## src/rtl/genesis_pad_pkg.sv

```systemverilog
// Shared constants and types for the Mega Drive / Genesis multi-pad reader.
// Button word layout, DB9 pin slice positions and FSM state encoding.
package genesis_pad_pkg;

    localparam int BTN_W      = 12;
    localparam int BTN_UP     = 0;
    localparam int BTN_DOWN   = 1;
    localparam int BTN_LEFT   = 2;
    localparam int BTN_RIGHT  = 3;
    localparam int BTN_A      = 4;
    localparam int BTN_B      = 5;
    localparam int BTN_C      = 6;
    localparam int BTN_X      = 7;
    localparam int BTN_Y      = 8;
    localparam int BTN_Z      = 9;
    localparam int BTN_START  = 10;
    localparam int BTN_MODE   = 11;

    // Per-pad pin slice is {pin9,pin6,pin4,pin3,pin2,pin1}
    localparam int PIN_W = 6;
    localparam int PIN1  = 0;
    localparam int PIN2  = 1;
    localparam int PIN3  = 2;
    localparam int PIN4  = 3;
    localparam int PIN6  = 4;
    localparam int PIN9  = 5;

    localparam int NUM_PHASES = 8;
    localparam int PHASE_W    = $clog2(NUM_PHASES);

    typedef enum logic [1:0] {
        ST_IDLE     = 2'd0,
        ST_PHASE    = 2'd1,
        ST_PUBLISH  = 2'd2,
        ST_COOLDOWN = 2'd3
    } state_e;

    function automatic int cnt_w(input int n);
        return (n > 1) ? $clog2(n) : 1;
    endfunction

endpackage

```

## src/rtl/genesis_multipad_reader_if.sv

```systemverilog
// Bus between the pad reader and its host: start request, raw DB9 pins and
// the published per-pad button state.
interface genesis_multipad_reader_if #(
    parameter int NUM_PADS = 2
) ();

    logic                                               start;
    logic [genesis_pad_pkg::PIN_W*NUM_PADS-1:0]         pad_pins;
    logic [NUM_PADS-1:0]                                select;
    logic                                               busy;
    logic                                               done;
    logic [genesis_pad_pkg::BTN_W*NUM_PADS-1:0]         buttons;
    logic [NUM_PADS-1:0]                                pad_present;
    logic [NUM_PADS-1:0]                                six_button;

    modport master (
        output start, pad_pins,
        input  select, busy, done, buttons, pad_present, six_button
    );

    modport slave (
        input  start, pad_pins,
        output select, busy, done, buttons, pad_present, six_button
    );

endinterface

```

## src/rtl/genesis_pad_decoder.sv

```systemverilog
// Per-pad pin synchroniser, phase sample capture and button decode.
// Outputs only change on the publish strobe, so a reset or abort discards partial samples.
module genesis_pad_decoder
    import genesis_pad_pkg::*;
(
    input  logic               clock,
    input  logic               reset,
    input  logic [PIN_W-1:0]   pins,
    input  logic               sample,
    input  logic [PHASE_W-1:0] phase,
    input  logic               publish,
    output logic [BTN_W-1:0]   buttons,
    output logic               present,
    output logic               six_button
);

    logic [PIN_W-1:0] sync1_q, sync1_d, sync2_q, sync2_d;
    logic [PIN_W-1:0] ph0_q, ph0_d, ph1_q, ph1_d, ph5_q, ph5_d, ph6_q, ph6_d;
    logic [BTN_W-1:0] buttons_q, buttons_d;
    logic             present_q, present_d, six_q, six_d;
    logic [BTN_W-1:0] btn_c;
    logic             pres_c, six_c;

    // Captured phase samples are stored inverted: 1 = pin pulled low = asserted
    always_comb begin
        sync1_d = pins;
        sync2_d = sync1_q;
        ph0_d   = ph0_q;
        ph1_d   = ph1_q;
        ph5_d   = ph5_q;
        ph6_d   = ph6_q;
        if (sample) begin
            case (phase)
                PHASE_W'(0): ph0_d = ~sync2_q;
                PHASE_W'(1): ph1_d = ~sync2_q;
                PHASE_W'(5): ph5_d = ~sync2_q;
                PHASE_W'(6): ph6_d = ~sync2_q;
                default: ;
            endcase
        end
    end

    always_comb begin
        pres_c = ph1_q[PIN3] & ph1_q[PIN4];
        six_c  = pres_c & ph5_q[PIN1] & ph5_q[PIN2] & ph5_q[PIN3] & ph5_q[PIN4];
        btn_c             = '0;
        btn_c[BTN_UP]     = ph0_q[PIN1];
        btn_c[BTN_DOWN]   = ph0_q[PIN2];
        btn_c[BTN_LEFT]   = ph0_q[PIN3];
        btn_c[BTN_RIGHT]  = ph0_q[PIN4];
        btn_c[BTN_B]      = ph0_q[PIN6];
        btn_c[BTN_C]      = ph0_q[PIN9];
        btn_c[BTN_A]      = ph1_q[PIN6];
        btn_c[BTN_START]  = ph1_q[PIN9];
        // Extended buttons only mean something on a confirmed 6-button pad
        btn_c[BTN_Z]      = six_c & ph6_q[PIN1];
        btn_c[BTN_Y]      = six_c & ph6_q[PIN2];
        btn_c[BTN_X]      = six_c & ph6_q[PIN3];
        btn_c[BTN_MODE]   = six_c & ph6_q[PIN4];
        if (!pres_c) btn_c = '0;

        buttons_d = buttons_q;
        present_d = present_q;
        six_d     = six_q;
        if (publish) begin
            buttons_d = btn_c;
            present_d = pres_c;
            six_d     = six_c;
        end
    end

    always_ff @(posedge clock or posedge reset) begin
        if (reset) begin
            sync1_q   <= '1;
            sync2_q   <= '1;
            ph0_q     <= '0;
            ph1_q     <= '0;
            ph5_q     <= '0;
            ph6_q     <= '0;
            buttons_q <= '0;
            present_q <= 1'b0;
            six_q     <= 1'b0;
        end else begin
            sync1_q   <= sync1_d;
            sync2_q   <= sync2_d;
            ph0_q     <= ph0_d;
            ph1_q     <= ph1_d;
            ph5_q     <= ph5_d;
            ph6_q     <= ph6_d;
            buttons_q <= buttons_d;
            present_q <= present_d;
            six_q     <= six_d;
        end
    end

    assign buttons    = buttons_q;
    assign present    = present_q;
    assign six_button = six_q;

endmodule

```

## src/rtl/genesis_multipad_reader.sv

```systemverilog
// Genesis multi-pad reader: shared select-sequence FSM driving NUM_PADS ports in
// lockstep, with one decoder per port publishing buttons on a done pulse.
module genesis_multipad_reader
    import genesis_pad_pkg::*;
#(
    parameter int NUM_PADS        = 2,
    parameter int PHASE_CYCLES    = 500,
    parameter int COOLDOWN_CYCLES = 100000,
    parameter int AUTO_POLL       = 0
) (
    input  logic                          clock,
    input  logic                          reset,
    genesis_multipad_reader_if.slave      bus
);

    localparam int PH_W = cnt_w(PHASE_CYCLES);
    localparam int CD_W = cnt_w(COOLDOWN_CYCLES);
    localparam logic [PH_W-1:0]    PH_LAST    = PH_W'(PHASE_CYCLES - 1);
    localparam logic [CD_W-1:0]    CD_LAST    = CD_W'(COOLDOWN_CYCLES - 1);
    localparam logic [PHASE_W-1:0] PHASE_LAST = PHASE_W'(NUM_PHASES - 1);

    state_e               state_q, state_d;
    logic [PHASE_W-1:0]   phase_q, phase_d;
    logic [PH_W-1:0]      ph_cnt_q, ph_cnt_d;
    logic [CD_W-1:0]      cd_cnt_q, cd_cnt_d;
    logic [NUM_PADS-1:0]  select_q, select_d;
    logic                 busy_q, busy_d;
    logic                 done_q, done_d;
    logic                 ph_last, sample_stb, publish_stb;

    assign ph_last     = (ph_cnt_q == PH_LAST);
    assign sample_stb  = (state_q == ST_PHASE) && ph_last;
    assign publish_stb = sample_stb && (phase_q == PHASE_LAST);

    always_comb begin
        state_d  = state_q;
        phase_d  = phase_q;
        ph_cnt_d = ph_cnt_q;
        cd_cnt_d = cd_cnt_q;
        case (state_q)
            ST_IDLE: begin
                if (bus.start || (AUTO_POLL != 0)) begin
                    state_d = ST_PHASE;
                    phase_d = '0;
                end
            end
            ST_PHASE: begin
                if (ph_last) begin
                    ph_cnt_d = '0;
                    if (phase_q == PHASE_LAST) begin
                        state_d = ST_PUBLISH;
                        phase_d = '0;
                    end else begin
                        phase_d = phase_q + PHASE_W'(1);
                    end
                end else begin
                    ph_cnt_d = ph_cnt_q + PH_W'(1);
                end
            end
            ST_PUBLISH: state_d = ST_COOLDOWN;
            ST_COOLDOWN: begin
                if (cd_cnt_q == CD_LAST) begin
                    state_d  = ST_IDLE;
                    cd_cnt_d = '0;
                end else begin
                    cd_cnt_d = cd_cnt_q + CD_W'(1);
                end
            end
            default: state_d = ST_IDLE;
        endcase

        // Outputs are registered from the next state so they align with it
        select_d = {NUM_PADS{~((state_d == ST_PHASE) && phase_d[0])}};
        busy_d   = (state_d != ST_IDLE);
        done_d   = (state_d == ST_PUBLISH);
    end

    always_ff @(posedge clock or posedge reset) begin
        if (reset) begin
            state_q  <= ST_IDLE;
            phase_q  <= '0;
            ph_cnt_q <= '0;
            cd_cnt_q <= '0;
            select_q <= '1;
            busy_q   <= 1'b0;
            done_q   <= 1'b0;
        end else begin
            state_q  <= state_d;
            phase_q  <= phase_d;
            ph_cnt_q <= ph_cnt_d;
            cd_cnt_q <= cd_cnt_d;
            select_q <= select_d;
            busy_q   <= busy_d;
            done_q   <= done_d;
        end
    end

    logic [NUM_PADS-1:0][BTN_W-1:0] btn_w;
    logic [NUM_PADS-1:0]            pres_w, six_w;

    for (genvar p = 0; p < NUM_PADS; p++) begin : g_pad
        genesis_pad_decoder u_dec (
            .clock      (clock),
            .reset      (reset),
            .pins       (bus.pad_pins[p*PIN_W +: PIN_W]),
            .sample     (sample_stb),
            .phase      (phase_q),
            .publish    (publish_stb),
            .buttons    (btn_w[p]),
            .present    (pres_w[p]),
            .six_button (six_w[p])
        );
    end

    assign bus.select      = select_q;
    assign bus.busy        = busy_q;
    assign bus.done        = done_q;
    assign bus.buttons     = btn_w;
    assign bus.pad_present = pres_w;
    assign bus.six_button  = six_w;

endmodule

```

## src/flat_wrapper.sv

```systemverilog
// flat-port wrapper written by rule: the top's interface ports become plain ports
module genesis_multipad_reader_flat import genesis_pad_pkg::*;
#(
    parameter int NUM_PADS        = 2,
    parameter int PHASE_CYCLES    = 500,
    parameter int COOLDOWN_CYCLES = 100000,
    parameter int AUTO_POLL       = 0
)
  (clock, reset, bus_start, bus_pad_pins, bus_select, bus_busy, bus_done, bus_buttons, bus_pad_present, bus_six_button);
  genesis_multipad_reader_if #(.NUM_PADS(NUM_PADS)) bus_i ();
  input  logic clock;
  input  logic reset;
  input wire logic [$bits(bus_i.start)-1:0] bus_start;
  input wire logic [$bits(bus_i.pad_pins)-1:0] bus_pad_pins;
  output wire logic [$bits(bus_i.select)-1:0] bus_select;
  output wire logic [$bits(bus_i.busy)-1:0] bus_busy;
  output wire logic [$bits(bus_i.done)-1:0] bus_done;
  output wire logic [$bits(bus_i.buttons)-1:0] bus_buttons;
  output wire logic [$bits(bus_i.pad_present)-1:0] bus_pad_present;
  output wire logic [$bits(bus_i.six_button)-1:0] bus_six_button;
  assign bus_i.start = bus_start;
  assign bus_i.pad_pins = bus_pad_pins;
  assign bus_select = bus_i.select;
  assign bus_busy = bus_i.busy;
  assign bus_done = bus_i.done;
  assign bus_buttons = bus_i.buttons;
  assign bus_pad_present = bus_i.pad_present;
  assign bus_six_button = bus_i.six_button;
  genesis_multipad_reader #(.NUM_PADS(NUM_PADS), .PHASE_CYCLES(PHASE_CYCLES), .COOLDOWN_CYCLES(COOLDOWN_CYCLES), .AUTO_POLL(AUTO_POLL)) u_core (.clock(clock), .reset(reset), .bus(bus_i));
endmodule
```

## config.mk

```make
export PLATFORM = sky130hd
export DESIGN_NAME = genesis_multipad_reader_flat
export DESIGN_NICKNAME = d
export VERILOG_FILES = /design/src/rtl/genesis_pad_pkg.sv /design/src/rtl/genesis_multipad_reader_if.sv /design/src/rtl/genesis_pad_decoder.sv /design/src/rtl/genesis_multipad_reader.sv /design/src/flat_wrapper.sv
export SDC_FILE = /design/constraint.sdc
export NUM_CORES = 1
export LEC_CHECK = 0
export ABC_CLOCK_PERIOD_IN_PS = 9700
export CORE_MARGIN = 3
export CORE_UTILIZATION = 45
export CTS_BUF_LIST = sky130_fd_sc_hd__clkbuf_2 sky130_fd_sc_hd__clkbuf_4 sky130_fd_sc_hd__clkbuf_8
export DETAILED_ROUTE_END_ITERATION = 12
export GPL_TIMING_DRIVEN = 0
export PLACE_DENSITY = 0.65
export SKIP_CTS_REPAIR_TIMING = 1
export SYNTH_ARGS = -nofsm -noshare
export SYNTH_HDL_FRONTEND = slang
export SYNTH_SLANG_ARGS = --single-unit
```

## constraint.sdc

```tcl
create_clock -name clock -period 9.7 [get_ports clock]
set_clock_uncertainty 0.15 [all_clocks]
set_input_delay 1.94 -clock clock [delete_from_list [all_inputs] [get_ports clock]]
set_output_delay 1.94 -clock clock [all_outputs]
set_load 0.02 [all_outputs]
```

* Word level (Yosys, flattened, before mapping) *
Cells that the tools add are included.
Widths: inputs -> output; s select.

cells by class
  add/subtract/negate cells = 3
  multiply operators = 0
  divide/modulo/power cells = 0
  order comparisons = 0
  equality and inequality tests = 13
  shift operators = 0
  muxes and demuxes = 13
  bitwise gates (word level) = 21
  reduce and logical (&&, ||, !) cells = 12

operators with widths
  operator               number
  $mux 12                2
  $and 1x1->1            18
  $add 17x1->17 const B  1
  $eq 17x17->1 const B   1
  $mux 17                1
  $not 6->6              2
  $add 9x1->9 const B    1
  $eq 3x3->1 const B     3
  $eq 9x9->1 const B     1
  $mux 3                 3
  $mux 9                 1
  $mux 2                 4
  $pmux 2 s4             1
  $reduce_and 2->1       4
  $eq 2x2->1 const B     3
  $pmux 3 s2             1
  $eq 2x1->1 const B     2
  $reduce_bool 2->1      2
  $add 3x1->3 const B    1
  $eq 3x1->1 const B     1
  $logic_and 1x1->1      3
  $logic_not 3->1        1
  $reduce_and 3->1       1
  $logic_not 2->1        1
  other kinds (3)        3

word-level totals
  flip-flop bits (word level) = 126
  latch bits = 0
  RAM bits = 0
  bits in read-only memories = 0
  input port bits = 15
  output and inout port bits = 32
  logic and storage cells = 88
  memories kept = 0

* Logic depth before layout (Yosys ltp) *
Gate-level depths: netlist (run 1).

  depth in word-level cells = 7
  depth in mapped cells = 8
  mapped depth without buffers = 7

* Modules after synthesis *
From an unflattened synthesis (run 1), not the netlist that was laid out.

unflattened totals
  cells, all modules = 386
  area total of the unflattened synthesis = 4885.9 um^2

by module, submodules not included
  module                   times used  cells an instance  area each (um^2)  sequential area each (um^2)
  genesis_pad_decoder      2           111                1604.0            1116.1
  genesis_multipad_reader  1           164                1677.9            852.1

* Worst setup path before layout (run 1) *
OpenSTA, ideal clock, no wires.

  path kind = flip-flop to output port
  start point = reg, netlist name u_core.bus.select[0]
  end point = out bus_select[1]
  data arrival time = 0.720 ns
  data required time = 7.610 ns
  path slack = 6.890 ns
  cell stages (with the launch flop) = 2
  buffers on the path = 1
  path through = dfstp_2 -> buf_4

RTL lines
  item       RTL line            text
  to (decl)  flat_wrapper.sv:15  output wire logic [$bits(bus_i.select)-1:0] bus_select;

No word-level cell between the ends.

* Final worst setup path (run 1) *
  start point = reg, netlist name u_core.bus.select[0]
  end point = out bus_select[1]

No word-level cell between the ends.

==> flow_summary.json, run 1 <==
{
  "outcome": "finished, final reports clean",
  "ys_ff_latch": 122,
  "r2r_end": "u_core.g_pad[1].u_dec.buttons[7]",
  "vias": 3286,
  "detail_route.wl_per_cell_um": 14.0,
  "syn_nets": 457,
  "first_pass_iters": 5,
  "final_net_count": 523,
  "critPathLaunchType": "flop",
  "async_flop_share": 1.00,
  "layout_commonest_cell": "dfrtp_1",
  "r2r_cells": 8,
  "worstHoldStart": "u_core.g_pad[1].u_dec.sync1_q[2]",
  "core-area_mm2": 0.0105,
  "viasPerCell": 5.06,
  "clkTransAtPathRegs_ns": 0.07,
  "track_usage": 0.169,
  "worstHoldPathType": "reg -> reg",
  "drt-initial-drc-count": 121,
  "htree_levels": 4,
  "setup-violations-final": 0,
  "rsz0062_at_grt": "no",
  "area_growth_pct": 21.5,
  "die_h_um": 110,
  "finalHoldViolations": 0,
  "syn_area_mm2": 0.00490,
  "yosysSeqAreaShare": 0.630,
  "clockBufferDepth": 2,
  "dp_cells": 618,
  "place.gp.congestion": 0.832,
  "drt_wl_total_um": 9110,
  "drv_slew": 0,
  "synth_edf_count": 0,
  "grt_antenna_before_repair": 0,
  "dieArea_mm2": 0.0122,
  "fmax_mhz": 268,
  "grt_max_degree": 94,
  "port_buffers": 46,
  "postSynthCellCount": 435,
  "slew_headroom": 0.636,
  "final_cell_mix": "dfrtp_1, nand2_1, clkdlybuf4s50_1, o21ai_0, nand3_1",
  "n_antenna_cell": 0,
  "syn-mean-instance-area_um2": 11.3,
  "worst_pin_slew_ns": 0.541,
  "dp_hpwl_um": 6380,
  "min_period_ns": 3.73,
  "p_per_area_mw_per_mm2": 163,
  "fp-row-count": 37,
  "whs_path_depth": 0,
  "cts.sinks": 122,
  "cts_made_buffers": 17,
  "clk_latency_ns": 0.43,
  "fin_crit_sh": 0.384,
  "r2r-start": "u_core.ph_cnt_q[0]",
  "drcViolationCount": 0,
  "crit_required_ns": 7.61,
  "final_cells": 650,
  "p_leak_uw": 0.00263,
  "ctsRootBufferMaster": "clkbuf_8",
  "start_util": 0.468,
  "grt_pass1_wl_um": 15500,
  "cp_max_fo": 2,
  "tns_ns": 0,
  "ant_nets": 0,
  "die_w_um": 110,
  "endpoint_kind": "output pin",
  "irDropWorstVdd_v": 0.000110,
  "hold_slack_ns": 0.203,
  "critical_path_class": "reg -> out",
  "rrSetupSlack_ns": 7.55,
  "drive_gt1_frac": 0.200,
  "grt_pass1_vias": 3223,
  "maxCapViolCount": 0,
  "synth_cell_types": 46,
  "synth_ff_type": "dfrtp_1",
  "worst_ep_arrival_time_ns": 1.64,
  "synth_warnings": 0,
  "io-pin-count": 47,
  "hold_end": "u_core.g_pad[1].u_dec.sync2_q[2]",
  "gr-total-overflow": 0,
  "cts_tree": "yes",
  "power_uw": 970
}
[state kept, by name (all words and copies together) (netlist names)]
name and flops:
u_core.g_pad.u_dec.ph5_q 8, u_core.g_pad.u_dec.ph6_q 8, u_core.g_pad.u_dec.ph1_q 8, u_core.g_pad.u_dec.buttons 24, u_core.bus.busy 1, u_core.g_pad.u_dec.six_button 2, u_core.cd_cnt_q 17, u_core.g_pad.u_dec.sync1_q 12
u_core.state_q 2, u_core.g_pad.u_dec.ph0_q 12, u_core.ph_cnt_q 9, u_core.bus.select 1, u_core.bus.done 1, u_core.g_pad.u_dec.present 2, u_core.g_pad.u_dec.sync2_q 12, u_core.phase_q 3
[metal layers]
| layer | vias to the layer above | track usage | routed length [µm] |
|---|---|---|---|
| met2 | 63 | 0.261 | 4270 |
| met4 | 0 | 0.0818 | 166 |
| met3 | 15 | 0.0425 | 381 |
| met1 | 1593 | 0.223 | 4290 |
| li1 | 1615 | - | - |
| met5 | - | 0 | 0 |
[how the worst max path moves through the flow]
stage	from	to	slack [ns]	cells past startpoint
after global routing	u_core.bus.select[0]	bus_select[1]	5.91	2
after global placement	reset	u_core.ph_cnt_q[5]	2.79	2
final	u_core.bus.select[0]	bus_select[1]	5.97	2
after CTS	u_core.bus.select[0]	bus_select[1]	5.94	2
after detailed placement	u_core.bus.select[0]	bus_select[1]	6.42	2
after floorplan	reset	u_core.bus.busy	4.41	1
[cell usage after synthesis (all sizes together) (2+ instances only)]
cell     n  area [µm²]
dfrtp   97        2430
nand2   67         251
o21ai   61         365
inv     26        97.6
nand3   26         130
dfstp   25         657
nor2    20        77.6
buf     15         100
xnor2   12         105
nand4   11        75.1
nor3     8        40.0
ha       7        87.6
clkbuf   6        22.5
xor2     6        52.6
nor4     5        58.8
a22o     4        35.0
mux2     4        45.0
nor2b    4        25.0
a21oi    3        15.0
and4     3        26.3
mux2i    3        30.0
a31oi    2        12.5
and2     2        12.5
nand3b   2        15.0
o31ai    2        15.0
or2      2        12.5
or4      2        15.0
[per-stage QoR]
stage	area (µm²)	utilization	setup slack [ns]
2_1_floorplan	4900	-	4.41
3_3_place_gp	5530	0.528	2.79
3_5_place_dp	5560	0.531	6.42
4_1_cts	5950	0.569	5.94
5_1_grt	5950	0.569	5.91
6_report	5950	0.569	5.97
[worst max-delay path, cell delays in order (launching register included)]
cell and delay [ns]:
dfstp_2 0.53, buf_4 0.09, clkdlybuf4s50_1 0.59
[report_power, final]
| part | total, µW | switching [µW] | leakage [µW] | internal [µW] |
|---|---|---|---|---|
| clock | 431 | 188 | 0.000202 | 243 |
| sequential | 522 | 4.01 | 0.00158 | 518 |
| combinational | 16.7 | 10.5 | 0.000850 | 6.16 |
| total | 970 | 202 | 0.00263 | 768 |
[area by class of cell]
class | count | area (µm²)
plain buffers | 21 | 123
clock buffers | 25 | 325
clock inverters | 7 | 65.1
fillers | 953 | 4510
inverters | 26 | 103
multi-input cells | 266 | 1590
flip-flops and latches | 122 | 3080
well taps | 136 | 170
repair buffers | 47 | 488
[cell families (layout without fill, tap and decap cells)]
| kind of cell | count (synthesis) | after routing | share of synthesized area |
|---|---|---|---|
| AND/OR/NAND/NOR | 159 | 159 | 0.164 |
| XOR/XNOR | 18 | 18 | 0.0322 |
| adder cells (fa/ha/maj) | 7 | 7 | 0.0179 |
| AO/OA/AOI/OAI | 75 | 75 | 0.0956 |
| multiplexers | 7 | 7 | 0.0153 |
| buffers and inverters | 47 | 126 | 0.0450 |
| flip-flops | 122 | 122 | 0.630 |
(Power assumes the default switching activity.)
==> run 2: changes to the inputs <==
--- a/config.mk
+++ b/config.mk
@@ -5,13 +5,13 @@
 export SDC_FILE = /design/constraint.sdc
 export NUM_CORES = 1
 export LEC_CHECK = 0
-export ABC_CLOCK_PERIOD_IN_PS = 9700
+export ABC_CLOCK_PERIOD_IN_PS = 3300
 export CORE_MARGIN = 3
 export CORE_UTILIZATION = 45
 export CTS_BUF_LIST = sky130_fd_sc_hd__clkbuf_2 sky130_fd_sc_hd__clkbuf_4 sky130_fd_sc_hd__clkbuf_8
 export DETAILED_ROUTE_END_ITERATION = 12
 export GPL_TIMING_DRIVEN = 0
-export PLACE_DENSITY = 0.65
+export PLACE_DENSITY = 0.68
 export SKIP_CTS_REPAIR_TIMING = 1
 export SYNTH_ARGS = -nofsm -noshare
 export SYNTH_HDL_FRONTEND = slang
==> constraint.sdc (replaced) <==
create_clock -name clock -period 3.3 [get_ports clock]
set_clock_uncertainty 0.15 [all_clocks]
set_input_delay 0.66 -clock clock [delete_from_list [all_inputs] [get_ports clock]]
set_output_delay 0.66 -clock clock [all_outputs]
set_load 0.02 [all_outputs]
==> flow_summary.json, run 2 (synthesis results as in run 1) <==
{
  "outcome": "finished, final reports clean",
  "crit_required_ns": 2.49,
  "clockBufferDepth": 2,
  "die_w_um": 110,
  "dieArea_mm2": 0.0122,
  "cts_made_buffers": 17,
  "cp_max_fo": 2,
  "die_h_um": 110,
  "fin_crit_sh": 0.738,
  "vias": 3279,
  "core-area_mm2": 0.0105,
  "clkTransAtPathRegs_ns": 0.07,
  "cts.sinks": 122,
  "switchingPower_uw": 620,
  "fp-row-count": 37,
  "worst_ep_arrival_time_ns": 1.63,
  "first_pass_iters": 4,
  "grt_pass1_wl_um": 15400,
  "drt-initial-drc-count": 137,
  "gr-total-overflow": 0,
  "htree_levels": 4,
  "start_util": 0.468,
  "largest_reg_flops": 24,
  "clk_latency_ns": 0.43,
  "grt_max_degree": 38,
  "ctsRootBufferMaster": "clkbuf_8",
  "fill_cells": 925,
  "viasPerCell": 5.03,
  "endpoint_kind": "output pin",
  "dp_hpwl_um": 6290,
  "dpl_cell_area_mm2": 0.00559,
  "p_leak_uw": 0.00265,
  "pwr-share-comb": 0.018,
  "final_core_util": 0.574,
  "drive_gt1_frac": 0.203,
  "layout_commonest_cell": "dfrtp_1",
  "min_period_ns": 2.44,
  "rsz0062_at_grt": "no",
  "gr-usage-met2": 0.239,
  "hold_slack_ns": 0.199,
  "fmax_mhz": 410,
  "final_cell_mix": "dfrtp_1, nand2_1, clkdlybuf4s50_1, o21ai_0, nand3_1",
  "final_cells": 652,
  "ant_nets": 0,
  "seqPwrFrac": 0.519,
  "setup-violations-final": 0,
  "worst_pin_slew_ns": 0.565,
  "critPathLaunchType": "flop",
  "n_antenna_cell": 0,
  "io-pin-count": 47,
  "dp_cells": 620,
  "grt_antenna_before_repair": 0,
  "p_per_area_mw_per_mm2": 492,
  "final_area_mm2": 0.00601,
  "busiest_layer": "met2",
  "worstHoldPathType": "reg -> reg",
  "cts_tree": "yes",
  "dp_slack_ns": 1.15,
  "track_usage": 0.166,
  "area_growth_pct": 22.7,
  "grt_pass1_vias": 3118,
  "place.gp.congestion": 0.773,
  "final_net_count": 525,
  "grtUsageMet3": 0.0518,
  "drt_wl_total_um": 8980,
  "irDropWorstVdd_v": 0.000227,
  "clkPwrFrac": 0.463,
  "critical_path_class": "reg -> out",
  "setup_ws_ns": 0.863,
  "p_sw_frac": 0.210,
  "met1_usage": 0.231,
  "detail_route.wl_per_cell_um": 13.8,
  "p_int_uw": 2340,
  "finalHoldViolations": 0,
  "drv_slew": 0,
  "port_buffers": 46,
  "maxCapViolCount": 0,
  "drcViolationCount": 0,
  "slew_headroom": 0.623
}
## run 2: final timing paths
kind	start	endpoint	slack, ns	cells after the start
max in group asynchronous	reset	u_core.g_pad[1].u_dec.sync1_q[4]	1.65	4
min reg2reg	u_core.g_pad[1].u_dec.sync1_q[5]	u_core.g_pad[1].u_dec.sync2_q[5]	0.20	0
max reg2reg	u_core.ph_cnt_q[0]	u_core.g_pad[1].u_dec.buttons[7]	1.23	8
min	u_core.g_pad[1].u_dec.sync1_q[5]	u_core.g_pad[1].u_dec.sync2_q[5]	0.20	0
max	u_core.bus.select[0]	bus_select[1]	0.86	2
min in group asynchronous	reset	u_core.g_pad[1].u_dec.buttons[9]	0.49	2
## run 2: cell type report
type,instances,area [µm²],area share
multi-input combinational,266,1590,0.265
timing repair buffer,49,520,0.0867
sequential,122,3080,0.514
inverter,26,101,0.0169
clock inverter,11,145,0.0242
buffer,21,123,0.0204
clock buffer,21,270,0.0450
tap,136,170,0.0283
## run 2: power groups by stage
stage / clock (µW) / sequential (µW) / combinational (µW)
2_1_floorplan: 0 / 1560 / 21.8
3_3_place_gp: 0 / 1560 / 46.4
3_5_place_dp: 0 / 1560 / 56.1
4_1_cts: 1400 / 1530 / 56.3
5_1_grt: 1470 / 1530 / 60.8
6_report: 1370 / 1530 / 53.5
## run 2: layer usage
metal	vias up	share of wire
met3	20	0.039
li1	1614	-
met2	61	0.45
met4	0	0.022
met1	1584	0.49
met5	-	0
## run 2: per-stage QoR
| step | TNS [ns] | total power (µW) |
|---|---|---|
| 2_1_floorplan | 0 | 1580 |
| 3_3_place_gp | -4.93 | 1610 |
| 3_5_place_dp | 0 | 1620 |
| 4_1_cts | 0 | 2990 |
| 5_1_grt | 0 | 3070 |
| 6_report | 0 | 2960 |
## run 2: worst max-delay path, cell delays in order (launching register included)
cell and delay (ns):
dfstp_2 0.53, buf_4 0.09, clkdlybuf4s50_1 0.59
==> run 3: changes to the inputs <==
--- a/config.mk
+++ b/config.mk
@@ -5,7 +5,7 @@
 export SDC_FILE = /design/constraint.sdc
 export NUM_CORES = 1
 export LEC_CHECK = 0
-export ABC_CLOCK_PERIOD_IN_PS = 3300
+export ABC_CLOCK_PERIOD_IN_PS = 2000
 export CORE_MARGIN = 3
 export CORE_UTILIZATION = 45
 export CTS_BUF_LIST = sky130_fd_sc_hd__clkbuf_2 sky130_fd_sc_hd__clkbuf_4 sky130_fd_sc_hd__clkbuf_8
==> constraint.sdc (replaced) <==
create_clock -name clock -period 2 [get_ports clock]
set_clock_uncertainty 0.15 [all_clocks]
set_input_delay 0.4 -clock clock [delete_from_list [all_inputs] [get_ports clock]]
set_output_delay 0.4 -clock clock [all_outputs]
set_load 0.02 [all_outputs]
==> flow_summary.json, run 3 (synthesis results as in run 1) <==
{
  "outcome": "finished, final reports clean",
  "seqPwrFrac": 0.518,
  "setup-violations-final": 0,
  "met1_usage": 0.231,
  "largest_reg_flops": 24,
  "finalHoldViolations": 0,
  "worstHoldPathType": "reg -> reg",
  "r2r_cells": 7,
  "slew_headroom": 0.623,
  "drive_gt1_frac": 0.240,
  "cts_made_buffers": 17,
  "drt-initial-drc-count": 145,
  "rrSetupSlack_ns": 0.08,
  "dp_slack_ns": -0.0399,
  "power_uw": 4880,
  "crit_path_max_incr_delay_ns": 0.61,
  "hold_slack_ns": 0.202,
  "r2r-start": "u_core.ph_cnt_q[0]",
  "cts_tree": "yes",
  "gr-usage-met2": 0.239,
  "gr-total-overflow": 0,
  "final_net_count": 535,
  "irDropWorstVdd_v": 0.000374,
  "p_sw_frac": 0.211,
  "busiest_layer": "met2",
  "port_buffers": 46,
  "first_pass_iters": 4,
  "p_int_uw": 3850,
  "fin_crit_sh": 0.967,
  "start_util": 0.468,
  "critPathLaunchType": "flop",
  "ctsRootBufferMaster": "clkbuf_8",
  "clkPwrFrac": 0.464,
  "clk_latency_ns": 0.43,
  "p_per_area_mw_per_mm2": 785,
  "crit_chain": "clkdlybuf4s50_1",
  "core-area_mm2": 0.0105,
  "place.gp.congestion": 0.773,
  "track_usage": 0.166,
  "critical_path_class": "reg -> out",
  "ant_nets": 0,
  "htree_levels": 4,
  "fmax_mhz": 517,
  "drcViolationCount": 0,
  "cts.sinks": 122,
  "vias": 3325,
  "crit_required_ns": 1.45,
  "viasPerCell": 5.02,
  "endpoint_kind": "output pin",
  "io-pin-count": 47,
  "grtUsageMet3": 0.0518,
  "r2r_end": "u_core.g_pad[0].u_dec.ph6_q[3]",
  "whs_path_depth": 0,
  "dp_hpwl_um": 6290,
  "worstHoldStart": "u_core.g_pad[1].u_dec.sync1_q[5]",
  "pwr-share-comb": 0.018,
  "cp_max_fo": 2,
  "crit_slowest_cell": "clkdlybuf4s50_1",
  "critPathBufInv": 1,
  "final_cell_mix": "dfrtp_1, nand2_1, o21ai_0, nand3_1",
  "clkTransAtPathRegs_ns": 0.07,
  "grt_pass1_vias": 3118,
  "detail_route.wl_per_cell_um": 14.0,
  "critPathTopFamily": "buffers and inverters",
  "clockBufferDepth": 2,
  "worst_pin_slew_ns": 0.564,
  "worst_ep_arrival_time_ns": 1.38,
  "switchingPower_uw": 1030,
  "dieArea_mm2": 0.0122,
  "die_h_um": 110,
  "rsz0062_at_grt": "no",
  "layout_commonest_cell": "dfrtp_1",
  "maxCapViolCount": 0,
  "die_w_um": 110,
  "hold_end": "u_core.g_pad[1].u_dec.sync2_q[5]",
  "area_growth_pct": 27.0,
  "grt_antenna_before_repair": 0,
  "min_period_ns": 1.93,
  "grt_max_degree": 38,
  "n_antenna_cell": 0,
  "grt_pass1_wl_um": 15400,
  "p_leak_uw": 0.00310,
  "drv_slew": 0,
  "setup_ws_ns": 0.0669,
  "drt_wl_total_um": 9300,
  "fp-row-count": 37
}
-- run 3: changes by cell type in the layout (fill, tap and decap cells not counted), moves of 2 or more --
cell and delta:
clkdlybuf4s50_1 -21, dlymetal6s2s_1 +21, buf_4 +12, buf_2 -4
clkbuf_1 -4, clkbuf_2 +3, buf_6 +2
-- run 3: cell type report --
class	count	area, µm²
Timing Repair Buffer	60	656
Sequential cell	122	3090
Clock buffer	21	270
Fill cell	888	4240
Buffer	20	140
Tap cell	136	170
Inverter	26	104
Multi-Input combinational cell	266	1650
Clock inverter	11	145
-- run 3: layer usage --
metal / up-vias / share of wire / routed length (µm)
met5: - / 0 / 0
met4: 0 / 0.020 / 182
met1: 1586 / 0.48 / 4440
li1: 1643 / - / -
met2: 78 / 0.46 / 4240
met3: 18 / 0.047 / 438
-- run 3: metrics by stage --
stage	TNS (ns)	cells	area [µm²]	util
after floorplan	-2.61	435	4900	-
after global placement	-120.85	617	5530	0.529
after detailed placement	-0.327	620	5590	0.534
after CTS	-1.17	652	6010	0.574
after global routing	0	662	6220	0.594
final	0	662	6220	0.594
-- run 3: worst max-delay path by stage --
stage                                     startpoint                        endpoint  slack, ns  cells after the start
floorplan                                      reset                 u_core.bus.busy      -0.03                      1
CTS                             u_core.bus.select[0]                   bus_select[1]      -0.21                      2
global route        u_core.g_pad[0].u_dec.buttons[7]                  bus_buttons[7]      0.003                      1
detailed placement                u_core.ph_cnt_q[0]  u_core.g_pad[0].u_dec.ph1_q[5]      -0.04                      5
global placement                               reset  u_core.g_pad[1].u_dec.ph5_q[2]      -1.10                      2
finish              u_core.g_pad[0].u_dec.buttons[7]                  bus_buttons[7]       0.07                      1
-- run 3: power by group through the flow --
stage	combinational [µW]	clock, µW	sequential [µW]
floorplan	35.9	0	2570
detailed placement	92.6	0	2580
global route	100	2430	2530
finish	88.2	2260	2530
global placement	76.6	0	2580
CTS	92.9	2310	2530
